--- src/rtl/avl_pkg.sv ---
// Shared types for the Avalon-MM command master.
// Command bundle layout, bus widths and FSM state encoding.
package avl_pkg;

    localparam int AVL_ADDR_W = 12;
    localparam int AVL_DATA_W = 32;
    localparam int AVL_BE_W   = 4;

    typedef struct packed {
        logic                  write;
        logic [AVL_ADDR_W-1:0] addr;
        logic [AVL_BE_W-1:0]   byte_en;
        logic [AVL_DATA_W-1:0] data;
    } avl_cmd_t;

    typedef enum logic [2:0] {
        ST_IDLE,
        ST_WRITE,
        ST_READ,
        ST_RD_WAIT,
        ST_GAP
    } avl_master_state_t;

endpackage

--- src/rtl/avl_cmd_fifo.sv ---
// Synchronous command FIFO of avl_cmd_t entries.
// Depth is a power of two so pointers wrap by natural overflow.
module avl_cmd_fifo
    import avl_pkg::*;
#(
    parameter int FIFO_DEPTH = 4
) (
    input  logic     CLK,
    input  logic     RESET,
    input  logic     i_push,
    input  avl_cmd_t i_data,
    input  logic     i_pop,
    output avl_cmd_t o_data,
    output logic     o_full,
    output logic     o_empty
);

    localparam int PW = $clog2(FIFO_DEPTH);
    localparam logic [PW-1:0] PTR_ONE  = PW'(1);
    localparam logic [PW:0]   CNT_ONE  = (PW+1)'(1);
    localparam logic [PW:0]   CNT_FULL = (PW+1)'(FIFO_DEPTH);

    avl_cmd_t      r_mem [FIFO_DEPTH];
    logic [PW-1:0] r_wr_ptr;
    logic [PW-1:0] r_rd_ptr;
    logic [PW:0]   r_count;

    assign o_data  = r_mem[r_rd_ptr];
    assign o_full  = (r_count == CNT_FULL);
    assign o_empty = (r_count == '0);

    // Storage array: written at the tail on push, no reset needed.
    always_ff @(posedge CLK) begin
        if (i_push) begin
            r_mem[r_wr_ptr] <= i_data;
        end
    end

    // Pointer and occupancy tracking; push+pop leaves count unchanged.
    always_ff @(posedge CLK or negedge RESET) begin
        if (!RESET) begin
            r_wr_ptr <= '0;
            r_rd_ptr <= '0;
            r_count  <= '0;
        end else begin
            if (i_push) begin
                r_wr_ptr <= r_wr_ptr + PTR_ONE;
            end
            if (i_pop) begin
                r_rd_ptr <= r_rd_ptr + PTR_ONE;
            end
            unique case ({i_push, i_pop})
                2'b10:   r_count <= r_count + CNT_ONE;
                2'b01:   r_count <= r_count - CNT_ONE;
                default: r_count <= r_count;
            endcase
        end
    end

endmodule

--- src/rtl/avl_cmd_master.sv ---
// Queued command master driving an Avalon-MM register slave.
// AVL_CMD_MASTER_GAP_EN inserts an idle GAP cycle after every bus cycle.
module avl_cmd_master
    import avl_pkg::*;
#(
    parameter int FIFO_DEPTH   = 4,
    parameter int READ_LATENCY = 1
) (
    input  logic                  CLK,
    input  logic                  RESET,
    input  logic                  REQ_VALID,
    output logic                  REQ_READY,
    input  logic                  REQ_WRITE,
    input  logic [AVL_ADDR_W-1:0] REQ_ADDR,
    input  logic [AVL_DATA_W-1:0] REQ_DATA,
    input  logic [AVL_BE_W-1:0]   REQ_BYTE_EN,
    output logic                  RSP_VALID,
    output logic [AVL_DATA_W-1:0] RSP_DATA,
    output logic                  AVL_CS,
    output logic                  AVL_READ,
    output logic                  AVL_WRITE,
    output logic [AVL_ADDR_W-1:0] AVL_ADDR,
    output logic [AVL_BE_W-1:0]   AVL_BYTE_EN,
    output logic [AVL_DATA_W-1:0] AVL_WRITEDATA,
    input  logic [AVL_DATA_W-1:0] AVL_READDATA,
    output logic                  BUSY
);

    localparam logic [1:0] LAT_LOAD = 2'(READ_LATENCY - 1);

    avl_master_state_t     r_state, w_state_nxt;
    logic [1:0]            r_lat_cnt, w_lat_nxt;
    logic                  r_cs, w_cs_nxt;
    logic                  r_rd, w_rd_nxt;
    logic                  r_wr, w_wr_nxt;
    logic [AVL_ADDR_W-1:0] r_addr, w_addr_nxt;
    logic [AVL_BE_W-1:0]   r_be, w_be_nxt;
    logic [AVL_DATA_W-1:0] r_wdata, w_wdata_nxt;
    logic                  r_rsp_vld, w_rsp_vld_nxt;
    logic [AVL_DATA_W-1:0] r_rsp_data, w_rsp_data_nxt;
    logic                  r_rdy_en;

    logic     w_push, w_pop, w_issue;
    logic     w_full, w_empty;
    avl_cmd_t w_req_cmd, w_head;

    assign w_req_cmd = '{write: REQ_WRITE, addr: REQ_ADDR,
                         byte_en: REQ_BYTE_EN, data: REQ_DATA};
    assign REQ_READY = r_rdy_en & ~w_full;
    assign w_push    = REQ_VALID & REQ_READY;

    avl_cmd_fifo #(
        .FIFO_DEPTH (FIFO_DEPTH)
    ) u_fifo (
        .CLK     (CLK),
        .RESET   (RESET),
        .i_push  (w_push),
        .i_data  (w_req_cmd),
        .i_pop   (w_pop),
        .o_data  (w_head),
        .o_full  (w_full),
        .o_empty (w_empty)
    );

    // Next state and next bus/response register values.
    always_comb begin
        w_state_nxt    = r_state;
        w_lat_nxt      = r_lat_cnt;
        w_cs_nxt       = 1'b0;
        w_rd_nxt       = 1'b0;
        w_wr_nxt       = 1'b0;
        w_addr_nxt     = r_addr;
        w_be_nxt       = r_be;
        w_wdata_nxt    = r_wdata;
        w_rsp_vld_nxt  = 1'b0;
        w_rsp_data_nxt = r_rsp_data;
        w_issue        = 1'b0;
        w_pop          = 1'b0;
        unique case (r_state)
            ST_IDLE: begin
                w_issue = 1'b1;
            end
            ST_WRITE: begin
`ifdef AVL_CMD_MASTER_GAP_EN
                w_state_nxt = ST_GAP;
`else
                w_state_nxt = ST_IDLE;
                w_issue     = 1'b1;
`endif
            end
            ST_READ: begin
                w_state_nxt = ST_RD_WAIT;
                w_lat_nxt   = LAT_LOAD;
            end
            ST_RD_WAIT: begin
                if (r_lat_cnt == 2'd0) begin
                    w_rsp_vld_nxt  = 1'b1;
                    w_rsp_data_nxt = AVL_READDATA;
`ifdef AVL_CMD_MASTER_GAP_EN
                    w_state_nxt    = ST_GAP;
`else
                    w_state_nxt    = ST_IDLE;
                    w_issue        = 1'b1;
`endif
                end else begin
                    w_lat_nxt = r_lat_cnt - 2'd1;
                end
            end
            ST_GAP: begin
                w_state_nxt = ST_IDLE;
            end
            default: begin
                w_state_nxt = ST_IDLE;
            end
        endcase
        if (w_issue && !w_empty) begin
            w_pop       = 1'b1;
            w_state_nxt = w_head.write ? ST_WRITE : ST_READ;
            w_cs_nxt    = 1'b1;
            w_wr_nxt    = w_head.write;
            w_rd_nxt    = ~w_head.write;
            w_addr_nxt  = w_head.addr;
            w_be_nxt    = w_head.byte_en;
            w_wdata_nxt = w_head.data;
        end
    end

    // State, registered bus outputs and response registers.
    always_ff @(posedge CLK or negedge RESET) begin
        if (!RESET) begin
            r_state    <= ST_IDLE;
            r_lat_cnt  <= '0;
            r_cs       <= 1'b0;
            r_rd       <= 1'b0;
            r_wr       <= 1'b0;
            r_addr     <= '0;
            r_be       <= '0;
            r_wdata    <= '0;
            r_rsp_vld  <= 1'b0;
            r_rsp_data <= '0;
            r_rdy_en   <= 1'b0;
        end else begin
            r_state    <= w_state_nxt;
            r_lat_cnt  <= w_lat_nxt;
            r_cs       <= w_cs_nxt;
            r_rd       <= w_rd_nxt;
            r_wr       <= w_wr_nxt;
            r_addr     <= w_addr_nxt;
            r_be       <= w_be_nxt;
            r_wdata    <= w_wdata_nxt;
            r_rsp_vld  <= w_rsp_vld_nxt;
            r_rsp_data <= w_rsp_data_nxt;
            r_rdy_en   <= 1'b1;
        end
    end

    assign AVL_CS        = r_cs;
    assign AVL_READ      = r_rd;
    assign AVL_WRITE     = r_wr;
    assign AVL_ADDR      = r_addr;
    assign AVL_BYTE_EN   = r_be;
    assign AVL_WRITEDATA = r_wdata;
    assign RSP_VALID     = r_rsp_vld;
    assign RSP_DATA      = r_rsp_data;
    assign BUSY          = ~w_empty | (r_state != ST_IDLE);

endmodule

--- config.mk ---
export PLATFORM = sky130hd
export DESIGN_NAME = avl_cmd_master
export DESIGN_NICKNAME = d
export VERILOG_FILES = /design/src/rtl/avl_pkg.sv /design/src/rtl/avl_cmd_fifo.sv /design/src/rtl/avl_cmd_master.sv
export SDC_FILE = /design/constraint.sdc
export NUM_CORES = 1
export LEC_CHECK = 0
export ABC_CLOCK_PERIOD_IN_PS = 2450
export CAP_MARGIN = 30
export CORE_ASPECT_RATIO = 2
export CORE_MARGIN = 4
export CORE_UTILIZATION = 48
export DETAILED_ROUTE_END_ITERATION = 7
export PLACE_DENSITY = 0.75
export SYNTH_ARGS = -nofsm -noshare
export SYNTH_HDL_FRONTEND = slang
export SYNTH_SLANG_ARGS = --single-unit
--- constraint.sdc ---
create_clock -name CLK -period 2.45 [get_ports CLK]
set_input_delay 0.245 -clock CLK [delete_from_list [all_inputs] [get_ports CLK]]
set_output_delay 0.245 -clock CLK [all_outputs]
set_load 0.1 [all_outputs]
==> metrics, run 1 <==
outcome=finished clean; yosys warns=0; Async SR Flop Fraction=0.329; antenna violations before repair=0; Die H=220 um; CTS Buf Count=24; crit path from=u_fifo.r_count[0]$_DFFE_PN0P_; final hold vios=0; clock root cell=clkbuf_16; drt total wl=20.9 mm; vias in the first global route=5935; FP Rows=between 70 and 80; EDFF count, synth=slightly below 200; # H-tree levels=1; Vias=5231; First DRT Iteration DRCs=299; CP Launch Type=register; sequential-to-total area share from yosys stat=0.767; final setup TNS=0 ns; commonest cells in the synthesized netlist=196 x edfxtp_1, 96 x dfrtp_1, 72 x mux2_2; share of the synthesized area in the top cell type=0.545; die width=114 um; Clock Tree Buf Depth=3; final worst path period share=0.899; RSZ-0062 raised after global routing=no; number of synthesized register bits=292; Final Critical Period=2.20 ns; Remaining Overflow, GRT=0; max_cap viols=0; CTS tree=built; leading area contributor after synthesis=edfxtp_1; area of the core=0.0222 mm^2; Design Area, Final=0.0135 mm^2; Synth area leaders=edfxtp_1 54%, dfrtp_1 22%, mux4_2 10%, mux2_2 7.5%, mux2_4 1.3%; post-layout util=0.610; most frequent cell after synthesis=edfxtp_1; post-route ant nets=0; port bufs=169; worst skew pair latency=0.52 ns; # IOs=170; Post-synth top flop=edfxtp_1; clk_skew=0.00864 ns; GRT Overall Usage=0.171; Layout Nets=773; GP Congestion=0.773; first-pass GRT wire length=about 33 mm; DRT Pass-1 Iters=4; clock transition at the registers of the reported paths=0.07 ns; Post-route DRC=0; synthesized area per cell=21.8 um^2; number of instances in the placed design=931; CP Class=register to output pin; largest net degree at the start of global routing=51; Post-Syn Nets=586; FF-to-FF Start=r_lat_cnt[0]$_DFFE_PN0P_; fillers=1611; HP Class=input port to asynchronous set/reset pin; HPWL after DPL=13.0 mm; DIE AREA=0.0251 mm^2; share of cells above drive strength 1=0.391; crit end category=output pin; Clock Sink Count=292; Post-CTS Resized=0; endpoints failing setup=0; Critical Path RT=2.20 ns; Worst Path Arrival=1.96 ns; ant diodes=0; placed cell area=approximately 0.013 mm^2; post-synthesis cell count=~500; Via density=5.36; DR WL/cell=21.4 um; synthesized area=0.0108 mm^2; Initial Utilization=0.487; fin. max-slew vios=0; Final Non-Filler Cells=976; Crit Path Max Fanout=5; fmax=454 MHz; Distinct cells, synth=28; area grow syn2layout=25.2%
final timing paths:
check	end	cells after the start	slack (ns)
min in group CLK	RSP_DATA[20]$_DFFE_PN0P_	2	0.34
worst min-delay path	AVL_WRITEDATA[31]$_DFFE_PN0P_	2	0.21
worst min register to register	RSP_DATA[20]$_DFFE_PN0P_	1	0.51
worst max-delay path	BUSY	3	0.25
worst max register to register	u_fifo.r_count[2]$_DFFE_PN0P_	11	0.28
max in group asynchronous	AVL_WRITEDATA[22]$_DFFE_PN0P_	3	1.56
through the flow:
| stage | hold WS, ns | setup WS [ns] |
|---|---|---|
| after floorplan | -0.0506 | 0.128 |
| after detailed placement | 0.221 | 0.306 |
| after global routing | 0.233 | 0.105 |
| final | 0.211 | 0.248 |
| after CTS | 0.205 | 0.210 |
| after global placement | 0.210 | 0.384 |
layout by cell type (no fill, tap or decap), types with 2 or more instances in the layout:
cell type	n
edfxtp_1	196
dfrtp_1	94
buf_4	89
clkdlybuf4s50_1	82
mux2_2	72
mux4_2	49
clkbuf_16	25
inv_1	12
mux2_4	9
buf_12	9
ha_1	6
xnor2_1	5
clkbuf_8	5
and2_2	4
nand2_1	4
o21ai_0	4
clkbuf_1	4
clkinv_1	4
nand3_1	3
clkinv_2	3
nor2_1	2
a22o_1	2
area by class of cell:
cell class,instances,area (um^2),area share
multi-input combinational,170,2370,0.175
tap,276,345,0.0255
timing repair buffer,181,1680,0.124
inverter,13,48.8,0.00361
clock inverter,10,73.8,0.00546
sequential,292,8290,0.613
clock buffer,34,709,0.0525
state kept, by name (all words and copies together), names as in the netlist, 2 cells and up:
name / count
u_fifo.r_wr_ptr: 2
r_lat_cnt: 2
r_state: 2
u_fifo.r_rd_ptr: 2
u_fifo.r_mem: 196
RSP_DATA: 32
AVL_WRITEDATA: 32
AVL_BYTE_EN: 4
AVL_ADDR: 12
u_fifo.r_count: 3
metal layers:
metal | part of all wire | GRT usage | vias up
met3 | 0.048 | 0.0230 | 38
met4 | 0.029 | 0.0646 | 0
met2 | 0.57 | 0.317 | 157
met1 | 0.36 | 0.198 | 2730
li1 | - | - | 2306
met5 | 0 | 0 | -
cells by family (layout without fill, tap and decap cells):
family,count (synthesis),after routing,share of synthesized area
DFF,292,292,0.767
muxes,130,130,0.190
buffers and inverters,33,238,0.0138
and+or+nand+nor,17,17,0.00903
AOI/OAI and AO/OA,9,9,0.00614
adders and majority gates,7,7,0.00880
xor gates and xnor gates,6,6,0.00487
other,1,1,0.000347
critical path: stages (launching register included):
cell     delay [ns]
dfrtp_1        0.44
or3_4          0.43
or3_1          0.33
buf_4          0.24
repair_timing:
action / CTS / global route
hold endpoints to repair: 31 / 0
buffers inserted: 0 / 0
endpoints found under the setup margin: 0 / 0
hold buffers: 1 / 0
Power of run 1 is left out: the tool's default activity adds up to more than one toggle a clock period on the data nets, which glitch-free logic cannot reach.
==> run 2, diff against run 1 <==
ABC_CLOCK_PERIOD_IN_PS = 2140   (was 2450)
CORE_UTILIZATION = 53   (was 48)
PLACE_DENSITY = 0.79   (was 0.75)
clock period = 2.14 ns   (was 2.45 ns; I/O delays follow)
==> run 2 against run 1 <==
Sequential share of layout area fell by 0.62 points. Core utilization rose by 7.3 points. Clock skew rose by 0.0039 ns. Hold slack got worse by 0.018 ns.
==> metrics, run 2 (synthesized netlist as in run 1, its figures left out) <==
die width=109 um (-4.5%); post-route ant nets=0 (unchanged); Top reg by flops=u_fifo.r_mem; CP Launch Type=register; Layout Nets=777 (+0.52%); antenna violations before repair=1 (+1); first-pass GRT wire length=31.5 mm (-3.5%); Vias=5219 (-0.23%); HP Class=input port to asynchronous set/reset pin; GP Congestion=0.708 (-8.3%); r2r endpoint=u_fifo.r_count[2]$_DFFE_PN0P_; RSZ-0062 raised after global routing=no; largest net degree at the start of global routing=52 (+2.0%); clock root cell=clkbuf_16; fmax=481 MHz; Initial Utilization=0.540 (+0.0525); Worst Path Arrival=1.86 ns (-0.10 ns); fillers=1247 (-23%); DRT Pass-1 Iters=6 (+2); crit end category=output pin; FF-to-FF Start=u_fifo.r_count[1]$_DFFE_PN0P_; outcome=finished clean; area grow syn2layout=26.4%; worst skew pair latency=0.52 ns (about the same); # H-tree levels=1 (unchanged); # IOs=170 (unchanged); Die H=210 um (-4.7%); final worst setup slack=0.0615 ns (-0.186 ns); crit path from=u_fifo.r_count[1]$_DFFE_PN0P_; max_cap viols=0 (unchanged); FP Rows=73 (-5.2%); fin. max-slew vios=0 (unchanged); DR WL/cell=21.2 um (-0.71%); number of flip-flops in the largest register=196 (unchanged); final worst path period share=0.971; final hold vios=0 (unchanged); dpl ws=0.119 ns (-0.187 ns); clock transition at the registers of the reported paths=0.07 ns (about the same); CTS Buf Count=24 (unchanged); Seq. cell area=0.00829 mm^2 (unchanged); Clock Tree Buf Depth=3 (unchanged); number of instances in the placed design=919 (-1.3%); endpoints failing setup=0 (unchanged); Final Critical Period=2.08 ns; Clock Sink Count=292 (unchanged); HPWL after DPL=12.8 mm (-2.0%); Critical Path RT=1.93 ns (-0.27 ns); area of the core=0.0200 mm^2 (-9.7%); CTS tree=built; GRT Overall Usage=0.181 (+0.0107); commonest non-fill, non-tap cell in the layout=edfxtp_1; Post-route DRC=0 (unchanged); most frequent cells in the layout=196 x edfxtp_1, 94 x dfrtp_1, 91 x buf_4; final setup TNS=0 ns (unchanged); clk_skew=0.0126 ns (+0.00391 ns); CP Class=register to output pin; FF-to-FF setup slack=0.12 ns (-0.16 ns); R2R depth=9 (-2); Hold Slack=0.193 ns (-0.0181 ns); Crit Path Max Fanout=4 (-1); Final Non-Filler Cells=967 (-0.92%); area of the multi-input gates=0.00241 mm^2 (+1.5%); vias in the first global route=5846 (-1.5%); share of cells above drive strength 1=0.402 (+0.0106); port bufs=169 (unchanged); Remaining Overflow, GRT=0 (unchanged); First DRT Iteration DRCs=238 (-20%); Via density=5.40 (+0.70%); drt total wl=20.5 mm (-1.6%); DIE AREA=0.0229 mm^2 (-8.9%)
## run 2: area by class of cell
class / count / share of cell area
antenna: 1 / 0.000183
clock buffer: 30 / 0.0472
clock inverter: 14 / 0.0147
inverter: 13 / 0.00357
multi-input combinational: 170 / 0.176
sequential: 292 / 0.607
tap: 262 / 0.0240
timing repair buffer: 185 / 0.127
## run 2: worst max path at each step
| stage | endpoint | slack (ns) |
|---|---|---|
| after global routing | BUSY | 0.01 |
| after floorplan | u_fifo.r_count[2]$_DFFE_PN0P_ | 0.01 |
| final | BUSY | 0.06 |
| after detailed placement | u_fifo.r_count[2]$_DFFE_PN0P_ | 0.12 |
| after CTS | BUSY | 0.01 |
| after global placement | u_fifo.r_count[2]$_DFFE_PN0P_ | 0.20 |
## run 2: what timing repair did
action,4_1_cts,5_1_grt
setup endpoints to repair,1,1
setup buffers,2,0
endpoints found under the hold margin,31,0
hold buffers,1,0
resized for setup,0,1
## run 2: metal layers
layer  global-route usage  routed length [um]
met5                    0                   0
met4               0.0575                 405
met3               0.0308                1300
met2                0.335               11500
met1                0.210                7310
## run 2: critical path, cell delays in order, from the launching register on
cell     delay, ns
dfrtp_1       0.39
or3_4         0.43
or3_4         0.36
buf_12        0.17
## run 2: through the flow
step	util	area, um^2
4_1_cts	0.682	13700
6_report	0.683	13700
5_1_grt	0.683	13700
2_1_floorplan	-	10800
3_5_place_dp	0.639	12800
3_3_place_gp	0.639	12800
Power of run 2 is left out for the same reason.
==> run 3, diff against run 2 <==
HOLD_SLACK_MARGIN = 0.02   (was default)
PLACE_DENSITY = 0.82   (was 0.79)
SLEW_MARGIN = 0   (was default)
==> run 3 against run 2 <==
Non-clock buffer count up 2. Final cell count up 0.31%. Wire length up 0.92%. Global-route usage up 0.56 points. Flip-flop and latch count unchanged. Register-to-register slack about the same. Clock skew about the same.
==> metrics, run 3 (synthesized netlist as in run 1, its figures left out) <==
number of flip-flops in the largest register=196 (unchanged); Initial Utilization=0.540 (unchanged); port bufs=169 (unchanged); Critical Path RT=1.93 ns (about the same); # IOs=170 (unchanged); share of cells above drive strength 1=0.408 (+0.00594); Layout Nets=779 (+0.26%); DRT Pass-1 Iters=4 (-2); most frequent cells in the layout=196 x edfxtp_1, 95 x buf_4, 94 x dfrtp_1; RSZ-0062 raised after global routing=no; Remaining Overflow, GRT=0 (unchanged); final worst path period share=0.963 (-0.00855); Least-Margin Pin Slew=0.550 ns; final setup TNS=0 ns (unchanged); area grow syn2layout=26.2%; Slew headroom=0.633; clock root cell=clkbuf_16; fin. max-slew vios=0 (unchanged); DIE AREA=0.0229 mm^2 (unchanged); commonest non-fill, non-tap cell in the layout=edfxtp_1; antenna violations before repair=2 (+1); Vias=5291 (+1.4%); fmax=485 MHz (+0.89%); Final Critical Period=2.06 ns (-0.0183 ns); HPWL after DPL=13.1 mm (+2.6%); Crit Path Max Fanout=4 (unchanged); dpl ws=0.152 ns (+0.0326 ns); post-route ant nets=0 (unchanged); HP Class=input port to asynchronous set/reset pin; Top reg by flops=u_fifo.r_mem; Post-route DRC=0 (unchanged); area of the core=0.0200 mm^2 (unchanged); clk_skew=0.0128 ns (+0.000247 ns); final hold vios=0 (unchanged); GP Congestion=0.743 (+4.8%); clock transition at the registers of the reported paths=0.07 ns (about the same); Clock Tree Buf Depth=3 (unchanged); endpoints failing setup=0 (unchanged); First DRT Iteration DRCs=328 (+38%); # H-tree levels=1 (unchanged); Worst Path Arrival=1.85 ns (about the same); die width=109 um (unchanged); FP Rows=73 (unchanged); Clock Sink Count=292 (unchanged); largest net degree at the start of global routing=97 (+87%); vias in the first global route=5854 (+0.14%); max_cap viols=0 (unchanged); Via density=5.45 (+1.1%); outcome=finished clean; first-pass GRT wire length=32.3 mm (+2.4%); GRT Overall Usage=0.187 (+0.00563); CTS Buf Count=24 (unchanged); CP Launch Type=register; Die H=210 um (unchanged); drt total wl=20.7 mm (+0.92%); number of instances in the placed design=921 (+0.22%); DR WL/cell=21.3 um (+0.61%); CTS tree=built; Final Non-Filler Cells=970 (+0.31%); crit end category=output pin; CP Class=register to output pin; final worst setup slack=0.0798 ns (+0.0183 ns); worst skew pair latency=0.52 ns (about the same)
## run 3: area by class of cell
cell class              instances  area (um^2)
flip-flops and latches        292         8290
well taps                     262          328
multi-input cells             170         2410
clock inverters                16          193
inverters                      13         48.8
fillers                      1240         6370
clock buffers                  28          637
diodes                          2         5.00
repair buffers                187         1720
## run 3: per-stage QoR
stage                     hold slack (ns)  instance area (um^2)   util
after floorplan                   -0.0816                 10800      -
after global placement              0.309                 12800  0.638
after detailed placement            0.325                 12800  0.638
after CTS                           0.277                 13600  0.681
after global routing                0.293                 13600  0.682
final                               0.273                 13600  0.682
## run 3: timing repair
item / 4_1_cts / 5_1_grt
endpoints found under the hold margin: 96 / 0
resized for setup: 0 / 1
setup buffers: 2 / 0
pin swaps: 0 / 1
setup endpoints to repair: 1 / 2
hold buffers: 1 / 0
## run 3: critical path: stages (launching register included)
cell	delay (ns)
dfrtp_1	0.39
or3_4	0.41
or3_4	0.35
buf_12	0.17
## run 3: layer usage
layer / GRT usage / part of all wire / vias up
li1: - / - / 2329
met4: 0.0820 / 0.035 / 0
met2: 0.336 / 0.56 / 183
met3: 0.0305 / 0.057 / 49
met5: 0 / 0 / -
met1: 0.216 / 0.35 / 2730
## run 3: worst paths after layout
kind	end	start	cells past startpoint	slack, ns
setup / recovery	BUSY	u_fifo.r_count[0]$_DFFE_PN0P_	3	0.08
hold / removal	AVL_WRITEDATA[2]$_DFFE_PN0P_	RESET	3	0.27
setup reg to reg	u_fifo.r_count[2]$_DFFE_PN0P_	u_fifo.r_count[0]$_DFFE_PN0P_	9	0.12
hold reg to reg	RSP_DATA[4]$_DFFE_PN0P_	RSP_DATA[4]$_DFFE_PN0P_	1	0.51
max in group asynchronous	AVL_WRITEDATA[19]$_DFFE_PN0P_	RESET	3	1.43
min in group CLK	RSP_DATA[26]$_DFFE_PN0P_	AVL_READDATA[26]	2	0.31
Power of run 3 is left out for the same reason.
